--- config.mk ---
export PLATFORM = sky130hd
export DESIGN_NAME = mult_arbiter
export DESIGN_NICKNAME = d
export VERILOG_FILES = /design/src/rtl/mult_arbiter.sv
export SDC_FILE = /design/constraint.sdc
export NUM_CORES = 1
export LEC_CHECK = 0
export CORE_ASPECT_RATIO = 1.2
export CORE_MARGIN = 2
export CORE_UTILIZATION = 37
export DETAILED_ROUTE_END_ITERATION = 12
export GPL_TIMING_DRIVEN = 0
export PLACE_DENSITY = 0.8
export SYNTH_ARGS = -nofsm -noshare
export SYNTH_HDL_FRONTEND = slang
export SYNTH_SLANG_ARGS = --single-unit
--- constraint.sdc ---
create_clock -name clk -period 1.7 [get_ports clk]
set_clock_uncertainty 0.1 [all_clocks]
set_input_delay 0.34 -clock clk [delete_from_list [all_inputs] [get_ports clk]]
set_output_delay 0.34 -clock clk [all_outputs]
set_load 0.02 [all_outputs]
--- src/rtl/mult_arbiter.sv ---
// Round-robin arbiter sharing one sequential 8x8 multiplier between two requesters.
// Capture-to-ack 1 cycle, done-to-response 1 cycle; requests are ignored while busy, and a lost mult_done latches err.
module mult_arbiter #(
    parameter int TIMEOUT = 15
) (
    input  logic        clk,
    input  logic        reset_a,
    input  logic [1:0]  req,
    input  logic [7:0]  a0,
    input  logic [7:0]  b0,
    input  logic [7:0]  a1,
    input  logic [7:0]  b1,
    output logic [1:0]  ack,
    output logic [1:0]  rsp_valid,
    output logic [15:0] rsp_data,
    output logic        busy,
    output logic        err,
    input  logic        err_clr,
    output logic        mult_start,
    output logic [7:0]  mult_a,
    output logic [7:0]  mult_b,
    input  logic        mult_done,
    input  logic [15:0] mult_product,
    output logic [2:0]  state_out
);

    localparam int CNT_W = $clog2(TIMEOUT + 1);

    typedef enum logic [2:0] {
        S_IDLE  = 3'b000,
        S_START = 3'b001,
        S_WAIT  = 3'b010,
        S_RESP  = 3'b011,
        S_ERR   = 3'b100
    } state_t;

    state_t           r_state;
    logic             r_grant_id;
    logic             r_last_grant;
    logic [CNT_W-1:0] r_cnt;
    logic [7:0]       r_mult_a;
    logic [7:0]       r_mult_b;
    logic [15:0]      r_rsp_data;
    logic [1:0]       r_ack;
    logic [1:0]       r_rsp_valid;
    logic             r_mult_start;
    logic             r_busy;
    logic             r_err;
    logic             w_pick;

    // On a tie the requester that was not served last wins.
    assign w_pick = (req == 2'b11) ? ~r_last_grant : req[1];

    always_ff @(posedge clk) begin
        if (reset_a) begin
            r_state      <= S_IDLE;
            r_grant_id   <= 1'b0;
            r_last_grant <= 1'b1;
            r_cnt        <= '0;
            r_mult_a     <= '0;
            r_mult_b     <= '0;
            r_rsp_data   <= '0;
            r_ack        <= '0;
            r_rsp_valid  <= '0;
            r_mult_start <= 1'b0;
            r_busy       <= 1'b0;
            r_err        <= 1'b0;
        end else begin
            r_ack        <= '0;
            r_rsp_valid  <= '0;
            r_mult_start <= 1'b0;
            case (r_state)
                S_IDLE: begin
                    if (req != 2'b00) begin
                        r_grant_id   <= w_pick;
                        r_mult_a     <= w_pick ? a1 : a0;
                        r_mult_b     <= w_pick ? b1 : b0;
                        r_ack        <= w_pick ? 2'b10 : 2'b01;
                        r_mult_start <= 1'b1;
                        r_busy       <= 1'b1;
                        r_state      <= S_START;
                    end
                end
                S_START: begin
                    r_cnt   <= '0;
                    r_state <= S_WAIT;
                end
                S_WAIT: begin
                    if (mult_done) begin
                        r_rsp_data  <= mult_product;
                        r_rsp_valid <= r_grant_id ? 2'b10 : 2'b01;
                        r_state     <= S_RESP;
                    end else if (r_cnt == CNT_W'(TIMEOUT - 1)) begin
                        r_err   <= 1'b1;
                        r_state <= S_ERR;
                    end else begin
                        r_cnt <= r_cnt + 1'b1;
                    end
                end
                S_RESP: begin
                    r_last_grant <= r_grant_id;
                    r_busy       <= 1'b0;
                    r_state      <= S_IDLE;
                end
                S_ERR: begin
                    if (err_clr) begin
                        r_err   <= 1'b0;
                        r_busy  <= 1'b0;
                        r_state <= S_IDLE;
                    end
                end
                default: begin
                    r_err   <= 1'b0;
                    r_busy  <= 1'b0;
                    r_state <= S_IDLE;
                end
            endcase
        end
    end

    assign ack        = r_ack;
    assign rsp_valid  = r_rsp_valid;
    assign rsp_data   = r_rsp_data;
    assign busy       = r_busy;
    assign err        = r_err;
    assign mult_start = r_mult_start;
    assign mult_a     = r_mult_a;
    assign mult_b     = r_mult_b;
    assign state_out  = r_state;

endmodule

## After elaboration in Yosys (flattened, before gate mapping)

Cells that the tools add are included.

- Register bits after elaboration: 48
- Logic and storage cells: 66

- Add/sub/neg operators: 1
- Eq/ne operators: 12
- Mux-type cells: 20
- Bitwise gates (word level): 7
- Reduce and logical (&&, ||, !) cells: 14

Operator list:

| cell | count |
|---|---|
| $mux W8 | 2 |
| $mux W3 | 4 |
| $pmux W3 S4 | 1 |
| $ne A2 B2 Y1 const B | 5 |
| $reduce_and A3 Y1 | 3 |
| $reduce_or A3 Y1 | 3 |
| $mux W4 | 2 |
| $pmux W4 S2 | 1 |
| $not A1 Y1 | 7 |
| $eq A3 B2 Y1 const B | 2 |
| $mux W1 | 6 |
| $pmux W1 S3 | 2 |
| $add A4 B1 Y4 const B | 1 |
| $eq A4 B4 Y1 const B | 1 |
| $mux W2 | 2 |
| $reduce_and A2 Y1 | 2 |
| $reduce_and A4 Y1 | 1 |
| $reduce_bool A2 Y1 | 2 |
| $reduce_or A2 Y1 | 2 |
| $eq A3 B1 Y1 const B | 1 |
| $eq A3 B3 Y1 const B | 1 |
| $logic_not A3 Y1 | 1 |
| $ne A3 B3 Y1 const B | 1 |
| $eq A2 B2 Y1 const B | 1 |

## Longest topological paths before layout

- Depth after elaboration: 4
- Mapped depth: 6
- Depth with buffers taken out: 5

## Worst setup path before layout

Ideal clock, no wire load.

- Path type: reg-to-reg
- Start: register r_state[2] (netlist: state_out[2])
- End: register r_cnt[2]
- Library setup time: 0.074 ns
- Arrival time: 1.546 ns
- Setup slack: -0.021 ns
- Cell stages (with the launch flop): 5
- Clock period less this slack: 1.721 ns
- Cells stage by stage: dfxtp_1 -> or4b_1 -> buf_2 -> or3b_1 -> a31oi_1

- Cells in the longest elaborated chain, start to end: 3
- Elaborated cells on any way between the ends: 7
- Those cells by class: eq/ne (4); mux (1); reduce/logical (2)

Ends and longest elaborated chain:

| what | RTL line | text |
|---|---|---|
| from (decl) | 37 | `state_t r_state;` |
| from (signal assigned) | 56 | `r_state <= S_IDLE;` |
| from (signal assigned) | 81 | `r_state <= S_START;` |
| from (signal assigned) | 86 | `r_state <= S_WAIT;` |
| $eq A3 B2 Y1 / $eq A3 B1 Y1 (equally long branches) | 72 | `case (r_state)` |
| $ne A2 B2 Y1 (no line) / $reduce_bool A2 Y1 (equally long branches) | -- |  |
| $reduce_and A3 Y1 (no line) | -- |  |
| to (signal assigned) | 97 | `r_cnt <= r_cnt + 1'b1;` |
| to (decl) | 40 | `logic [CNT_W-1:0] r_cnt;` |

Parallel ways exist; a longest one is shown, timed or not.
A chain may end at the register's enable or synchronous reset.

## Final worst setup path

- Start: register r_ack[0] (netlist: ack[0])
- End: output port ack[0]

RTL lines:

| what | RTL line | text |
|---|---|---|
| from (decl) | 44 | `logic [1:0] r_ack;` |
| from (signal assigned) | 78 | `r_ack <= w_pick ? 2'b10 : 2'b01;` |
| to (decl) | 13 | `output logic [1:0] ack,` |

No word-level cell between the ends.

==> impl_metrics.tcl <==
set metrics [dict create \
    status "completed" \
    critPathMaxStageDelay_ps 610 \
    simple_logic_cell_fraction_of_the_synthesized_area_pct 16.3 \
    critical_path.endpoint "ack[0]" \
    detail_route.drc_violations 0 \
    fin_tns_setup_ps 0 \
    cts_max_level 2 \
    synth_xor_area_share_pct 0 \
    die_w_um 71.6 \
    critical_path_start_type "flop" \
    setup_viol 0 \
    worst_r2r_path_depth 3 \
    place.detailed.hpwl_mm 3.76 \
    yosysWarningCount 0 \
    grt_pass1_wl_mm 8.65 \
    met1_track_demand_over_resource_pct 21.1 \
    final_net_count 384 \
    netlist_area_um2 2030 \
    fillerInstances 479 \
    clockRootBuffer "sky130_fd_sc_hd__clkbuf_8" \
    timing.rr.end "r_cnt[2]" \
    finalPower_uw 3010 \
    crit_chain "clkdlybuf4s50_1" \
    dr_total_vias 1983 \
    firstDrtPassIters 4 \
    post-route-min-period_ps 1670 \
    yosys-top-cells-area "sky130_fd_sc_hd__dfxtp_1 (47%), sky130_fd_sc_hd__a21oi_1 (8.9%), sky130_fd_sc_hd__mux2i_1 (8.4%)" \
    cp.required_ps 1260 \
    power.density_cell_area_nw_per_um2 929 \
    hold_path.class "in2reg" \
    postSynthAreaPerCell_um2 8.82 \
    grt_max_degree 20 \
    fraction_of_the_mapped_netlist_area_in_compound_gates_pct 21.1 \
    maxClockFrequency_mhz 599 \
    initial_utilization_pct 38.3 \
    sw_frac_of_total_pct 30.6 \
    worst_path_class_setup "reg2out" \
    yosys-mux-area-fraction_pct 8.38 \
    antenna_violating_nets_post_route 0 \
    grt_util_met2_pct 30.0 \
    synthAdderAreaFrac_pct 1.23 \
    critical_path.max_fanout 1 \
    preCtsSetupSlack_ps -580 \
    drtIter0Drc 65 \
    rrSetupSlack_ps 80 \
    power.combinational.fraction_pct 28.8 \
    leakage_power_uw 0.00152 \
    wl_per_cell_um 13.4 \
    antenna_cells 0 \
    vias_per_cell 5.07 \
    worst_pin_slew_ps 544 \
    timing.critical_path.depth 1 \
    synth_top_cell_by_area "sky130_fd_sc_hd__dfxtp_1" \
    worst-path-buf-inv 1 \
    slew_headroom_pct 63.7 \
    syn_to_final_growth_pct 59.6 \
    synth.top_cell.area_share_pct 47.3 \
    final.setup.worst_slack_ps 30.0 \
    grt_pass1_vias 1913 \
    clock_insertion_delay_worst_skew_ps 310 \
    fp.coreArea_um2 5300 \
    number_of_hold_violations_in_the_final_report 0 \
    place.gp.congestion 0.751 \
    die-height_um 85.1 \
    crit_arrival_ps 1230 \
    vdd_drop_max_uv 659 \
    regToRegStartpoint "state_out[0]" \
    syn-instance-count 230 \
    port-buffer-count 94 \
    cts_tree "yes" \
    power.share.sequential_pct 43.0 \
    crit_family "buffers and inverters" \
    synth_cell_types 34 \
    top_usage_layer "met2" \
    cts_buffers 5 \
    rows 29 \
    drt-total-wl_mm 5.23 \
    cpMaxStageDelayCell "sky130_fd_sc_hd__clkdlybuf4s50_1" \
    post-route-period-util_pct 98.2 \
    design.portCount 96 \
    grt_antenna_before_repair 0 \
    grt.total_usage_pct 17.6 \
    dominant_combinational_cell_family_by_area_after_synthesis "compound AO/OA/AOI/OAI gates" \
    max-cap-violations 0 \
    cts_sinks 48 \
    p_switching_uw 922 \
    ys_seq_elements 48 \
    internal_power_uw 2090 \
    clk_buf_depth 2 \
    synth_fp_nets 286 \
    dieArea_um2 6100 \
    startpoint "ack[0]" \
    ys_seq_area_share_pct 47.3 \
    post_route_cells_drive_above_1_share_pct 10.0 \
    final_core_util_pct 61.1 \
    clk_pwr_share_pct 28.2 \
    timing.critical_path.to_type "output pin" \
    clkSlewWorstSetupHoldPaths_ps 90 \
    globalRouteMet3Util_pct 6.06 \
    report.final.slew_viol_count 0 \
    gr-total-overflow 0 \
]
-- area by class of cell --
cell class                 count  area (um^2)  share of cell area, %
clock buffer                   5         68.8                   2.12
buffer                        18          104                   3.21
inverter                       4         15.0                  0.463
timing repair buffer          96          966                   29.8
sequential                    48          966                   29.8
multi-input combinational    155          996                   30.7
clock inverter                 3         46.3                   1.43
tap                           62         77.6                   2.39
-- logic make-up after synthesis --
family,count (synthesis)
AOI/OAI and AO/OA,69
adders and majority gates,2
DFF,48
buffers and inverters,27
muxes,17
and+or+nand+nor,67
-- flip-flops by register name, indices dropped and copies added (netlist names), 2 cells and up --
| register | count |
|---|---|
| rsp_data | 16 |
| state_out | 3 |
| ack | 2 |
| mult_a | 8 |
| r_cnt | 4 |
| rsp_valid | 2 |
| mult_b | 8 |
-- cell usage after synthesis --
master	n
sky130_fd_sc_hd__dfxtp_1	48
sky130_fd_sc_hd__a21oi_1	36
sky130_fd_sc_hd__nand2_1	34
sky130_fd_sc_hd__mux2i_1	17
sky130_fd_sc_hd__a211oi_1	16
sky130_fd_sc_hd__clkbuf_1	14
sky130_fd_sc_hd__buf_2	8
sky130_fd_sc_hd__nor3_1	6
sky130_fd_sc_hd__nor2_1	5
sky130_fd_sc_hd__and3_1	4
sky130_fd_sc_hd__inv_1	4
sky130_fd_sc_hd__nand3_1	4
sky130_fd_sc_hd__o211ai_1	4
sky130_fd_sc_hd__a31oi_1	2
sky130_fd_sc_hd__ha_1	2
sky130_fd_sc_hd__nand3b_1	2
sky130_fd_sc_hd__nor2b_1	2
sky130_fd_sc_hd__o21a_1	2
sky130_fd_sc_hd__o21ai_0	2
sky130_fd_sc_hd__o41ai_1	2
sky130_fd_sc_hd__or3_1	2
sky130_fd_sc_hd__or3b_1	2
sky130_fd_sc_hd__a21boi_1	1
sky130_fd_sc_hd__a311oi_1	1
sky130_fd_sc_hd__a41oi_1	1
sky130_fd_sc_hd__and2_1	1
sky130_fd_sc_hd__buf_4	1
sky130_fd_sc_hd__nand4bb_1	1
sky130_fd_sc_hd__nor3b_1	1
sky130_fd_sc_hd__nor4bb_1	1
sky130_fd_sc_hd__o2111ai_1	1
sky130_fd_sc_hd__o31a_1	1
sky130_fd_sc_hd__or2_1	1
sky130_fd_sc_hd__or4b_1	1
-- routing by layer --
layer  wire, um  vias up
met5          0        -
met1       2190      879
met4         81        0
met3        465        8
li1           -     1015
met2       2490       81
-- through the flow --
stage                     cells  area [um^2]  hold slack, ps
after detailed placement    386         3050             346
after global placement      386         3050             342
final                       391         3240             334
after floorplan             230         2030             339
after CTS                   392         3160             339
after global routing        391         3240             379
-- power by group through the flow --
stage	registers [uW]	clock network [uW]	logic, uW
floorplan	1440	0	341
global placement	1320	0	873
detailed placement	1320	0	884
CTS	1290	862	850
global route	1300	909	945
finish	1290	849	867
-- cells in the final DEF (no fill, tap or decap), types with 5 or more instances in the layout --
master / Yosys / layout
sky130_fd_sc_hd__clkdlybuf4s50_1: 0 / 54
sky130_fd_sc_hd__nor2_1: 5 / 5
sky130_fd_sc_hd__dfxtp_1: 48 / 44
sky130_fd_sc_hd__dlygate4sd2_1: 0 / 24
sky130_fd_sc_hd__nor3_1: 6 / 5
sky130_fd_sc_hd__clkbuf_1: 14 / 6
sky130_fd_sc_hd__mux2i_1: 17 / 17
sky130_fd_sc_hd__a21oi_1: 36 / 35
sky130_fd_sc_hd__nand2_1: 34 / 34
sky130_fd_sc_hd__a211oi_1: 16 / 15
sky130_fd_sc_hd__dlymetal6s2s_1: 0 / 16
sky130_fd_sc_hd__clkbuf_8: 0 / 5
-- timing repair --
action	4_1_cts	5_1_grt
endpoints found under the setup margin	55	43
hold buffers	0	0
resized for setup	36	35
setup buffers	1	1
pin swaps	3	1
-- worst min path at each step --
| stage | cells after the start | endpoint | from |
|---|---|---|---|
| after floorplan | 1 | rsp_valid[0] | r_grant_id |
| after global placement | 2 | rsp_data[9] | rsp_data[9] |
| after detailed placement | 2 | rsp_data[15] | rsp_data[15] |
| after CTS | 2 | busy | reset_a |
| after global routing | 2 | rsp_data[0] | rsp_data[0] |
| final | 2 | busy | reset_a |
Note: power is estimated with default switching activity, not from simulation.
